===== src/rtl/riscv_pkg.sv =====
// Shared RV32I memory-access encodings and load/store unit state type.
package riscv_pkg;

    typedef enum logic [2:0] {
        MEM_B  = 3'b000,
        MEM_H  = 3'b001,
        MEM_W  = 3'b010,
        MEM_BU = 3'b100,
        MEM_HU = 3'b101
    } mem_ctrl_e;

    typedef enum logic [1:0] {
        LSU_IDLE,
        LSU_REQ,
        LSU_WAIT,
        LSU_DONE
    } lsu_state_e;

    function automatic logic ctrl_legal(input logic [2:0] c);
        return (c == MEM_B) || (c == MEM_H) || (c == MEM_W) ||
               (c == MEM_BU) || (c == MEM_HU);
    endfunction

    // Low two funct3 bits encode the access size for every legal code.
    function automatic logic ctrl_misaligned(input logic [2:0] c, input logic [1:0] off);
        return ((c[1:0] == 2'b01) && off[0]) || ((c[1:0] == 2'b10) && (off != 2'b00));
    endfunction

endpackage


===== src/rtl/lsu_align.sv =====
// Byte-lane enables, store data replication and load extraction/extension.
module lsu_align
    import riscv_pkg::*;
(
    input  logic [2:0]  mem_ctrl_i,
    input  logic [1:0]  offset_i,
    input  logic [31:0] store_data_i,
    input  logic [31:0] rdata_i,
    output logic [3:0]  be_o,
    output logic [31:0] wdata_o,
    output logic [31:0] load_ext_o
);

    logic [31:0] shifted;

    assign shifted = rdata_i >> {offset_i, 3'b000};

    always_comb begin
        be_o    = 4'b1111;
        wdata_o = store_data_i;
        case (mem_ctrl_i[1:0])
            2'b00: begin
                be_o    = 4'b0001 << offset_i;
                wdata_o = {4{store_data_i[7:0]}};
            end
            2'b01: begin
                be_o    = 4'b0011 << offset_i;
                wdata_o = {2{store_data_i[15:0]}};
            end
            default: ;
        endcase
    end

    always_comb begin
        case (mem_ctrl_i)
            MEM_B:   load_ext_o = {{24{shifted[7]}}, shifted[7:0]};
            MEM_H:   load_ext_o = {{16{shifted[15]}}, shifted[15:0]};
            MEM_W:   load_ext_o = shifted;
            MEM_BU:  load_ext_o = {24'b0, shifted[7:0]};
            MEM_HU:  load_ext_o = {16'b0, shifted[15:0]};
            default: load_ext_o = 32'b0;
        endcase
    end

endmodule


===== src/rtl/load_store_unit.sv =====
// Load/store unit: turns a core memory request into a req/gnt + rvalid bus
// transaction, stalling the core until the access completes.
module load_store_unit
    import riscv_pkg::*;
(
    input  logic        clk,
    input  logic        reset,
    input  logic        memR,
    input  logic        memW,
    input  logic [2:0]  mem_ctrl,
    input  logic [31:0] addr,
    input  logic [31:0] store_data,
    output logic [31:0] load_data,
    output logic        stall,
    output logic        fault,
    output logic        bus_req,
    input  logic        bus_gnt,
    output logic        bus_we,
    output logic [31:0] bus_addr,
    output logic [3:0]  bus_be,
    output logic [31:0] bus_wdata,
    input  logic        bus_rvalid,
    input  logic [31:0] bus_rdata
);

    lsu_state_e  state_q, state_d;
    logic        req_q, req_d;
    logic        we_q, we_d;
    logic [31:0] addr_q, addr_d;
    logic [3:0]  be_q, be_d;
    logic [31:0] wdata_q, wdata_d;
    logic [31:0] load_q, load_d;
    logic        fault_q, fault_d;
    logic [2:0]  ctrl_q, ctrl_d;
    logic [1:0]  off_q, off_d;

    logic [2:0]  align_ctrl;
    logic [1:0]  align_off;
    logic [3:0]  align_be;
    logic [31:0] align_wdata;
    logic [31:0] align_load;
    logic        access;
    logic        bad_access;

    // In IDLE the live request drives lane generation; afterwards the latched copy does.
    assign align_ctrl = (state_q == LSU_IDLE) ? mem_ctrl  : ctrl_q;
    assign align_off  = (state_q == LSU_IDLE) ? addr[1:0] : off_q;

    lsu_align u_align (
        .mem_ctrl_i  (align_ctrl),
        .offset_i    (align_off),
        .store_data_i(store_data),
        .rdata_i     (bus_rdata),
        .be_o        (align_be),
        .wdata_o     (align_wdata),
        .load_ext_o  (align_load)
    );

    assign access     = memR | memW;
    assign bad_access = !ctrl_legal(mem_ctrl) || ctrl_misaligned(mem_ctrl, addr[1:0]);

    always_comb begin
        state_d = state_q;
        req_d   = req_q;
        we_d    = we_q;
        addr_d  = addr_q;
        be_d    = be_q;
        wdata_d = wdata_q;
        load_d  = load_q;
        fault_d = 1'b0;
        ctrl_d  = ctrl_q;
        off_d   = off_q;
        case (state_q)
            LSU_IDLE: begin
                if (access) begin
                    if (bad_access) begin
                        state_d = LSU_DONE;
                        fault_d = 1'b1;
                        load_d  = 32'b0;
                    end else begin
                        state_d = LSU_REQ;
                        req_d   = 1'b1;
                        we_d    = memW;
                        addr_d  = {addr[31:2], 2'b00};
                        be_d    = align_be;
                        wdata_d = align_wdata;
                        ctrl_d  = mem_ctrl;
                        off_d   = addr[1:0];
                    end
                end
            end
            LSU_REQ: begin
                if (bus_gnt) begin
                    req_d   = 1'b0;
                    state_d = we_q ? LSU_DONE : LSU_WAIT;
                end
            end
            LSU_WAIT: begin
                if (bus_rvalid) begin
                    load_d  = align_load;
                    state_d = LSU_DONE;
                end
            end
            default: state_d = LSU_IDLE;
        endcase
    end

    always_ff @(posedge clk or negedge reset) begin
        if (!reset) begin
            state_q <= LSU_IDLE;
            req_q   <= 1'b0;
            we_q    <= 1'b0;
            addr_q  <= 32'b0;
            be_q    <= 4'b0;
            wdata_q <= 32'b0;
            load_q  <= 32'b0;
            fault_q <= 1'b0;
            ctrl_q  <= 3'b0;
            off_q   <= 2'b0;
        end else begin
            state_q <= state_d;
            req_q   <= req_d;
            we_q    <= we_d;
            addr_q  <= addr_d;
            be_q    <= be_d;
            wdata_q <= wdata_d;
            load_q  <= load_d;
            fault_q <= fault_d;
            ctrl_q  <= ctrl_d;
            off_q   <= off_d;
        end
    end

    assign stall     = ((state_q == LSU_IDLE) && access) ||
                       (state_q == LSU_REQ) || (state_q == LSU_WAIT);
    assign load_data = load_q;
    assign fault     = fault_q;
    assign bus_req   = req_q;
    assign bus_we    = we_q;
    assign bus_addr  = addr_q;
    assign bus_be    = be_q;
    assign bus_wdata = wdata_q;

endmodule


===== config.mk =====
export PLATFORM = sky130hd
export DESIGN_NAME = load_store_unit
export DESIGN_NICKNAME = d
export VERILOG_FILES = /design/src/rtl/riscv_pkg.sv /design/src/rtl/lsu_align.sv /design/src/rtl/load_store_unit.sv
export SDC_FILE = /design/constraint.sdc
export NUM_CORES = 1
export LEC_CHECK = 0
export BUFFER_PORTS_ARGS = -buffer_cell sky130_fd_sc_hd__buf_2
export CORE_MARGIN = 4
export CORE_UTILIZATION = 53
export CTS_CLUSTER_SIZE = 24
export DETAILED_ROUTE_END_ITERATION = 16
export PLACE_DENSITY = 0.95
export SETUP_SLACK_MARGIN = 0.4
export SLEW_MARGIN = 20
export SYNTH_ARGS = -nofsm -noshare
export SYNTH_HDL_FRONTEND = slang
export SYNTH_SLANG_ARGS = --single-unit

===== constraint.sdc =====
create_clock -name clk -period 5.9 [get_ports clk]
set_input_delay 1.18 -clock clk [delete_from_list [all_inputs] [get_ports clk]]
set_output_delay 1.18 -clock clk [all_outputs]
set_load 0.02 [all_outputs]

==> impl_metrics.csv, run 1 <==
group,metric,value,unit
run_status,result_of_the_run,"finished, final reports clean",
critical_path,data_arrival_at_the_endpoint_of_the_critical_path,2.13,ns
grt,groute.usage.overall,23.38,%
sta,layout_worst_path_cycle_share,56.11,%
final_layout,regArea,0.002703,sq mm
final_layout,final_nets,782,
power_and_ir_drop,power.share.clock,11.3,%
sta,setup_tns,0,ns
grt,grt-ovfl-total,0,
grt,grt.met3_usage,4.135,%
yosys,synth.top_cells.by_area,"sky130_fd_sc_hd__dfrtp_1 49%, sky130_fd_sc_hd__mux2_4 12%, sky130_fd_sc_hd__mux2i_1 7.1%, sky130_fd_sc_hd__nand2_1 5.4%, sky130_fd_sc_hd__buf_6 2.4%",
yosys,synthArstFlopShare,100.0,%
floorplanning,die_y,110.2,um
sta,fmaxAchievable,302.0,MHz
yosys,synth_warnings,0,
critical_path,worst-path-max-fanout,5,
sta,final-hold-violation-count,0,
clock_tree,clock_latency,0.37,ns
place,dp.cells,798,
floorplanning,floorplan.core_area,0.01023,sq mm
routing,route.detailed.drc,0,
critical_path,setup.worst_path.class,"input pin to output port",
routing,drtAntennaViolNets,0,
clock_tree,cts_root_buf,"sky130_fd_sc_hd__clkbuf_8",
yosys,synth.distinct_cells,55,
power_and_ir_drop,power.share.switching,45.45,%
yosys,seq_area_frac_synth,48.85,%
place,post-dp-hpwl,10940,um
hold_path,holdCritPathClass,"register to register",
grt,globalRoute.busiestLayer,"met2",
yosys,yosys.area.top_type,"sky130_fd_sc_hd__dfrtp_1",
sta,fin_crit,3.311,ns
clock_tree,ctsResizeCount,0,
clock_tree,cts.htree.levels,3,
power_and_ir_drop,pd_cells,580.7,mW/mm^2
floorplanning,std_cell_rows,37,
sta,setup_repair_after_global_routing_missed_its_margin,"no",
power_and_ir_drop,total_switching_power,1.780,mW
sta,number_of_slew_limit_violations_in_the_final_report,0,
routing,vias_per_cell,5.608,
power_and_ir_drop,internal_power,2.137,mW
hold_path,timing.hold.worst.start,"bus_wdata[21]",
sta,worst_pin_slew,1.039,ns
routing,drt_first_pass_iters,6,
sta,worst_clock_skew,0.009576,ns
final_layout,area_delta_synth_final,21.89,%
final_layout,n_fill_cell,803,
clock_tree,tritoncts.num_buffers,9,
grt,grt_pass1_vias,4494,
sta,relSlewSlack,30.70,%
final_layout,share_of_post_route_cells_with_drive_strength_above_1,42.33,%
power_and_ir_drop,p_total,3.916,mW
critical_path,setup.worst_path.start,"memW",
power_and_ir_drop,power.share.combinational,55.8,%
floorplanning,chipWidth,110.2,um
floorplanning,floorplan.initialDensity,54.08,%
clock_tree,cts-root-to-sink-buffers,2,
yosys,ys_ff_latch,108,
critical_path,worstPathRequired,4.72,ns
yosys,synth_top_cell_area_share,48.85,%
clock_tree,cts_hold_buf,0,
final_layout,diodes,0,
power_and_ir_drop,vdd_drop_max,0.3410,mV
routing,routed_wire_length_per_instance,17.90,um
job,max_cap_viol_count,0,
routing,postRouteWirelength,14570,um
yosys,synth_ff_type,"sky130_fd_sc_hd__dfrtp_1",
final_layout,layout_commonest_cell,"sky130_fd_sc_hd__buf_2",
final_layout,layoutNonFillerInstCount,814,
power_and_ir_drop,power.sequential.fraction,32.9,%
routing,number_of_drc_markers_in_iteration_0,323,
grt,grt_pass1_wl,22070,um
grt,maximum_number_of_pins_on_one_net_before_global_route_repair,89,
critical_path,critical_path_launch_point_type,"input pin",
final_layout,most_used_cells_in_the_layout_excluding_fill_and_tap_cells,"205 x sky130_fd_sc_hd__buf_2, 108 x sky130_fd_sc_hd__dfrtp_1, 78 x sky130_fd_sc_hd__nand2_1",
yosys,mappedNetlistArea,0.005533,sq mm
yosys,post_synth_inst_count,484,
sta,finalSetupViolations,0,
floorplanning,fp.dieArea,0.01214,sq mm
final_layout,area_of_the_multi_input_gates,0.002599,sq mm
critical_path,critical_path.endpoint_type,"output port",
place,io_buffer_count,206,
power_and_ir_drop,power.leakage,3.586,nW
clock_tree,tritoncts,"yes",
final_layout,finish.utilization,65.92,%
critical_path,critical_path.reg2reg.startpoint,"state_q[0]",
clock_tree,cts.sinks,108,
grt,grt_util_met1,30.59,%
clock_tree,cts_post_setup_buffers_inserted,0,
yosys,number_of_enable_type_register_cells_in_the_synthesized_netlist,0,
yosys,syn-mean-instance-area,11.43,sq um
floorplanning,io-pin-count,209,
grt,met2_usage,38.99,%
clock_tree,clk_transition_reported_paths,0.11,ns
routing,dr_total_vias,4565,
grt,antenna_violations_before_repair,0,
place,gp_congestion,0.8732,
==> cell families after synthesis <==
family                   after synthesis  synth area share (%)
other                                  1               0.06778
adder cells (fa/ha/maj)                4                0.9046
multiplexers                          87                 20.26
buffers and inverters                 37                 4.500
AND/OR/NAND/NOR                      139                 11.71
flip-flops                           108                 48.85
AO/OA/AOI/OAI                        108                 13.70
==> power by group through the flow <==
stage	sequential, mW	clock [mW]	combinational (mW)
6_report	1.29	0.443	2.19
5_1_grt	1.32	0.482	2.37
4_1_cts	1.28	0.451	2.19
3_5_place_dp	1.29	0	2.19
3_3_place_gp	1.27	0	2.11
2_1_floorplan	1.63	0	1.24
==> critical path, stage by stage <==
cell	delay [ns]
sky130_fd_sc_hd__buf_2	0.12
sky130_fd_sc_hd__or2_2	0.37
sky130_fd_sc_hd__a211o_1	0.31
sky130_fd_sc_hd__buf_2	0.16
==> final cells by class <==
class                   instances  area share (%)
clock inverters                 5          0.6308
flip-flops and latches        108           40.07
inverters                       4          0.2226
clock buffers                  11           2.245
multi-input cells             340           38.53
well taps                     136           2.523
repair buffers                210           15.77
==> Yosys cell counts, types with 2 or more instances <==
cell                        instances
sky130_fd_sc_hd__a22oi_1            8
sky130_fd_sc_hd__o211ai_1           2
sky130_fd_sc_hd__nor3_1             2
sky130_fd_sc_hd__a31oi_1            2
sky130_fd_sc_hd__and2_1             2
sky130_fd_sc_hd__buf_2              7
sky130_fd_sc_hd__inv_1              4
sky130_fd_sc_hd__o221ai_1           8
sky130_fd_sc_hd__nand3_1           15
sky130_fd_sc_hd__a21oi_1           16
sky130_fd_sc_hd__clkbuf_1           8
sky130_fd_sc_hd__ha_1               4
sky130_fd_sc_hd__buf_1              3
sky130_fd_sc_hd__a211oi_1           2
sky130_fd_sc_hd__nor2_1            16
sky130_fd_sc_hd__dfrtp_1          108
sky130_fd_sc_hd__a22o_1             4
sky130_fd_sc_hd__buf_6             12
sky130_fd_sc_hd__o21ai_0           18
sky130_fd_sc_hd__o21ai_1           21
sky130_fd_sc_hd__mux2i_1           39
sky130_fd_sc_hd__nor2b_1            6
sky130_fd_sc_hd__nand2b_1           4
sky130_fd_sc_hd__mux2i_4            2
sky130_fd_sc_hd__mux2_4            44
sky130_fd_sc_hd__o2bb2ai_1          8
sky130_fd_sc_hd__a32o_1             7
sky130_fd_sc_hd__nand2_1           80
sky130_fd_sc_hd__or2_2              2
sky130_fd_sc_hd__or3_1              3
sky130_fd_sc_hd__buf_4              3
==> per-layer routing <==
| layer | part of all wire (%) | wire, um |
|---|---|---|
| met4 | 2.1 | 306 |
| met1 | 41 | 5906 |
| met3 | 7.6 | 1106 |
| met5 | 0 | 0 |
| met2 | 50 | 7250 |
==> registers in the layout (all words and copies together), names as in the netlist <==
name       flops
state_q        2
ctrl_q         3
load_data     32
off_q          2
fault          1
bus_req        1
bus_addr      30
bus_wdata     32
bus_be         4
bus_we         1
==> final timing paths <==
path | endpoint | slack, ns | cells past startpoint
worst max-delay path | stall | 2.59 | 4
worst min register to register | bus_wdata[21] | 0.49 | 2
worst max register to register | load_data[21] | 2.90 | 8
max in group asynchronous | bus_wdata[14] | 3.89 | 2
worst min-delay path | bus_wdata[21] | 0.49 | 2
min in group asynchronous | load_data[9] | 0.81 | 1
==> metrics by stage <==
step           hold slack (ns)  area [sq um]  setup slack (ns)
6_report                0.4948          6744             2.589
5_1_grt                 0.5122          6744             2.565
4_1_cts                 0.4969          6730             2.593
3_5_place_dp            0.4705          6536             2.384
3_3_place_gp            0.4600          6536             2.506
2_1_floorplan           0.5299          5537             2.730
Note: power is estimated with default switching activity, not from simulation.
==> inputs of run 2 (changes only) <==
--- a/config.mk
+++ b/config.mk
@@ -5,12 +5,13 @@
 export SDC_FILE = /design/constraint.sdc
 export NUM_CORES = 1
 export LEC_CHECK = 0
+export ABC_AREA = 1
 export BUFFER_PORTS_ARGS = -buffer_cell sky130_fd_sc_hd__buf_2
 export CORE_MARGIN = 4
-export CORE_UTILIZATION = 53
+export CORE_UTILIZATION = 45
 export CTS_CLUSTER_SIZE = 24
 export DETAILED_ROUTE_END_ITERATION = 16
-export PLACE_DENSITY = 0.95
+export PLACE_DENSITY = 0.89
 export SETUP_SLACK_MARGIN = 0.4
 export SLEW_MARGIN = 20
 export SYNTH_ARGS = -nofsm -noshare
==> constraint.sdc (replaced) <==
create_clock -name clk -period 2.7 [get_ports clk]
set_input_delay 0.54 -clock clk [delete_from_list [all_inputs] [get_ports clk]]
set_output_delay 0.54 -clock clk [all_outputs]
set_load 0.02 [all_outputs]
==> run 2 against run 1 <==
Effect of this change:
- synthesized area fell by 0.23%
- first-iteration DRC count rose by 85%
- sequential share of layout area fell by 1.9 points
- largest cell class unchanged
- largest power group unchanged
- highest routed layer is now met5
==> impl_metrics.csv, run 2 <==
group,metric,value,unit
run_status,result_of_the_run,"finished, final reports clean",
floorplanning,std_cell_rows,40,
yosys,syn-mean-instance-area,7.207,sq um
routing,postRouteWirelength,16770,um
yosys,seq_area_frac_synth,48.96,%
power_and_ir_drop,power.leakage,4.221,nW
clock_tree,cts_hold_buf,0,
yosys,ys_ff_latch,108,
yosys,synth_warnings,0,
clock_tree,cts.htree.levels,3,
yosys,synth.top_cells.by_area,"sky130_fd_sc_hd__dfrtp_1 49%, sky130_fd_sc_hd__nand2_1 28%, sky130_fd_sc_hd__nand3_1 4.5%, sky130_fd_sc_hd__o21ai_0 4.0%, sky130_fd_sc_hd__inv_1 2.4%",
sta,relSlewSlack,57.72,%
place,gp_congestion,0.9139,
critical_path,worst-path-max-fanout,11,
critical_path,critical_path.reg2reg.startpoint,"state_q[1]",
grt,grt-ovfl-total,0,
final_layout,finalInstanceArea,0.007079,sq mm
clock_tree,tritoncts,"yes",
sta,number_of_slew_limit_violations_in_the_final_report,0,
clock_tree,clk_transition_reported_paths,0.07,ns
floorplanning,chipWidth,118.8,um
yosys,post_synth_inst_count,766,
sta,setup_tns,0,ns
final_layout,diodes,0,
final_layout,layoutNonFillerInstCount,1113,
grt,grt_pass1_vias,5356,
final_layout,finish.utilization,58.94,%
critical_path,timing.critical_path.slowest_stage_cell,"sky130_fd_sc_hd__dfrtp_1",
place,io_buffer_count,206,
sta,fin_crit,2.236,ns
critical_path,data_arrival_at_the_endpoint_of_the_critical_path,1.70,ns
power_and_ir_drop,vdd_drop_max,0.6073,mV
yosys,synth_ff_type,"sky130_fd_sc_hd__dfrtp_1",
yosys,synth_most_common_cell,"sky130_fd_sc_hd__nand2_1",
floorplanning,floorplan.core_area,0.01201,sq mm
critical_path,rr_worst_depth,12,
critical_path,setup.worst_path.start,"state_q[1]",
critical_path,worstReg2RegEnd,"load_data[7]",
critical_path,r2r_setup_slack,0.52,ns
critical_path,endpoint,"stall",
sta,fmaxAchievable,447.3,MHz
final_layout,layout_commonest_cell,"sky130_fd_sc_hd__nand2_1",
sta,worst_clock_skew,0.007734,ns
sta,layout_worst_path_cycle_share,82.81,%
sta,final-hold-violation-count,0,
yosys,synthArstFlopShare,100.0,%
routing,vias_per_cell,5.128,
routing,route.detailed.drc,0,
sta,whs,0.2116,ns
critical_path,cp_slowest_stage_delay,0.41,ns
job,max_cap_viol_count,0,
yosys,synth_commonest_cells,"406 x sky130_fd_sc_hd__nand2_1, 108 x sky130_fd_sc_hd__dfrtp_1, 50 x sky130_fd_sc_hd__nand3_1, 44 x sky130_fd_sc_hd__o21ai_0, 35 x sky130_fd_sc_hd__inv_1",
sta,setup_repair_after_global_routing_missed_its_margin,"no",
routing,routed_wire_length_per_instance,15.07,um
place,dp.cells,1097,
yosys,synth_top_cell_area_share,48.96,%
yosys,yosys.area.top_type,"sky130_fd_sc_hd__dfrtp_1",
place,post-dp-hpwl,12190,um
floorplanning,floorplan.initialDensity,45.96,%
critical_path,critical_path_launch_point_type,"register",
floorplanning,fp.dieArea,0.01410,sq mm
sta,finalSetupViolations,0,
yosys,number_of_enable_type_register_cells_in_the_synthesized_netlist,0,
yosys,synth.distinct_cells,27,
power_and_ir_drop,pd_cells,1354,mW/mm^2
routing,dr_total_vias,5707,
clock_tree,clock_latency,0.35,ns
clock_tree,cts_root_buf,"sky130_fd_sc_hd__clkbuf_16",
floorplanning,die_y,118.8,um
routing,drt_first_pass_iters,5,
place,dpl_worst_slack,0.3847,ns
critical_path,setup.worst_path.class,"register to output port",
power_and_ir_drop,p_total,9.583,mW
clock_tree,cts_post_setup_buffers_inserted,0,
place,dpl-instance-area,0.006680,sq mm
clock_tree,cts.sinks,108,
routing,drtAntennaViolNets,0,
final_layout,share_of_post_route_cells_with_drive_strength_above_1,27.23,%
grt,groute.usage.overall,23.31,%
routing,number_of_drc_markers_in_iteration_0,599,
final_layout,most_used_cells_in_the_layout_excluding_fill_and_tap_cells,"405 x sky130_fd_sc_hd__nand2_1, 205 x sky130_fd_sc_hd__buf_2, 108 x sky130_fd_sc_hd__dfrtp_1",
critical_path,path_cells,"inv_1 > ha_2 > inv_2 > o211ai_1 > buf_2",
final_layout,final_nets,1072,
hold_path,holdCritPathClass,"input pin to asynchronous set/reset pin",
clock_tree,tritoncts.num_buffers,9,
critical_path,worstPathRequired,2.16,ns
grt,maximum_number_of_pins_on_one_net_before_global_route_repair,87,
clock_tree,cts-root-to-sink-buffers,2,
grt,antenna_violations_before_repair,1,
yosys,mappedNetlistArea,0.005520,sq mm
final_layout,area_delta_synth_final,28.24,%
floorplanning,io-pin-count,209,
grt,grt_pass1_wl,26450,um
sta,worst_pin_slew,0.6342,ns
sta,fin_ws,0.4642,ns
critical_path,critical_path.endpoint_type,"output port",
[run 2: cell count changes after synthesis, moves of 8 or more]
cell | previous run | this run
sky130_fd_sc_hd__a22oi_1 | 8 | 0
sky130_fd_sc_hd__buf_2 | 7 | 19
sky130_fd_sc_hd__buf_6 | 12 | 3
sky130_fd_sc_hd__inv_1 | 4 | 35
sky130_fd_sc_hd__mux2_4 | 44 | 0
sky130_fd_sc_hd__mux2i_1 | 39 | 0
sky130_fd_sc_hd__nand2_1 | 80 | 406
sky130_fd_sc_hd__nand3_1 | 15 | 50
sky130_fd_sc_hd__nand4_1 | 0 | 9
sky130_fd_sc_hd__nor2_1 | 16 | 25
sky130_fd_sc_hd__o21ai_0 | 18 | 44
sky130_fd_sc_hd__o21ai_1 | 21 | 8
sky130_fd_sc_hd__o221ai_1 | 8 | 0
[run 2: timing repair]
item                       CTS  global route
pin swaps                    0             2
resized for setup            2             9
cloned                       0             2
setup endpoints to repair   25            26
[run 2: worst max-delay path: cells and delay by family (launching register included)]
family	cells	cell delay, ns
AO/OA/AOI/OAI	1	0.22
adder cells (fa/ha/maj)	1	0.26
buffers and inverters	3	0.45
flip-flops	1	0.41
[run 2: layer usage]
layer / global-route usage, % / routed length (um) / vias up
met5: 0 / 13 / -
met4: 8.617 / 404 / 2
met3: 6.220 / 1677 / 36
met2: 37.98 / 7845 / 321
met1: 29.81 / 6829 / 2569
li1: - / - / 2779
[run 2: cell families (layout without fill, tap and decap cells)]
group           Yosys count  count (layout)  share of synthesized area (%)
compound gates           71              71                          6.686
fa+ha+maj                 4               4                         0.9067
buf+inv                  78             275                          6.618
flops                   108             108                          48.96
other cells               1               2                        0.06793
simple gates            504             506                          36.76
[run 2: area by class of cell]
class | count | area (sq um)
clock buffers | 9 | 225.2
clock inverters | 5 | 102.6
fillers | 1084 | 4932
inverters | 37 | 142.6
multi-input cells | 583 | 2529
flip-flops and latches | 108 | 2703
well taps | 147 | 183.9
repair buffers | 224 | 1194
[run 2: how the worst min path moves through the flow]
stage             startpoint            end  slack, ns  cells after the start
6_report               reset        bus_req       0.21                      1
5_1_grt                reset        bus_req       0.25                      1
4_1_cts                reset       off_q[0]       0.22                      1
3_5_place_dp    bus_addr[23]   bus_addr[23]       0.46                      2
3_3_place_gp   bus_wdata[22]  bus_wdata[22]       0.45                      2
2_1_floorplan          reset   bus_addr[10]       0.24                      0
[run 2: where the power goes]
| group | leakage [nW] | switching, mW | internal (mW) |
|---|---|---|---|
| registers | 1.38 | 0.382 | 2.32 |
| clock network | 0.157 | 0.586 | 0.895 |
| logic | 2.68 | 3.72 | 1.68 |
| total | 4.22 | 4.69 | 4.90 |
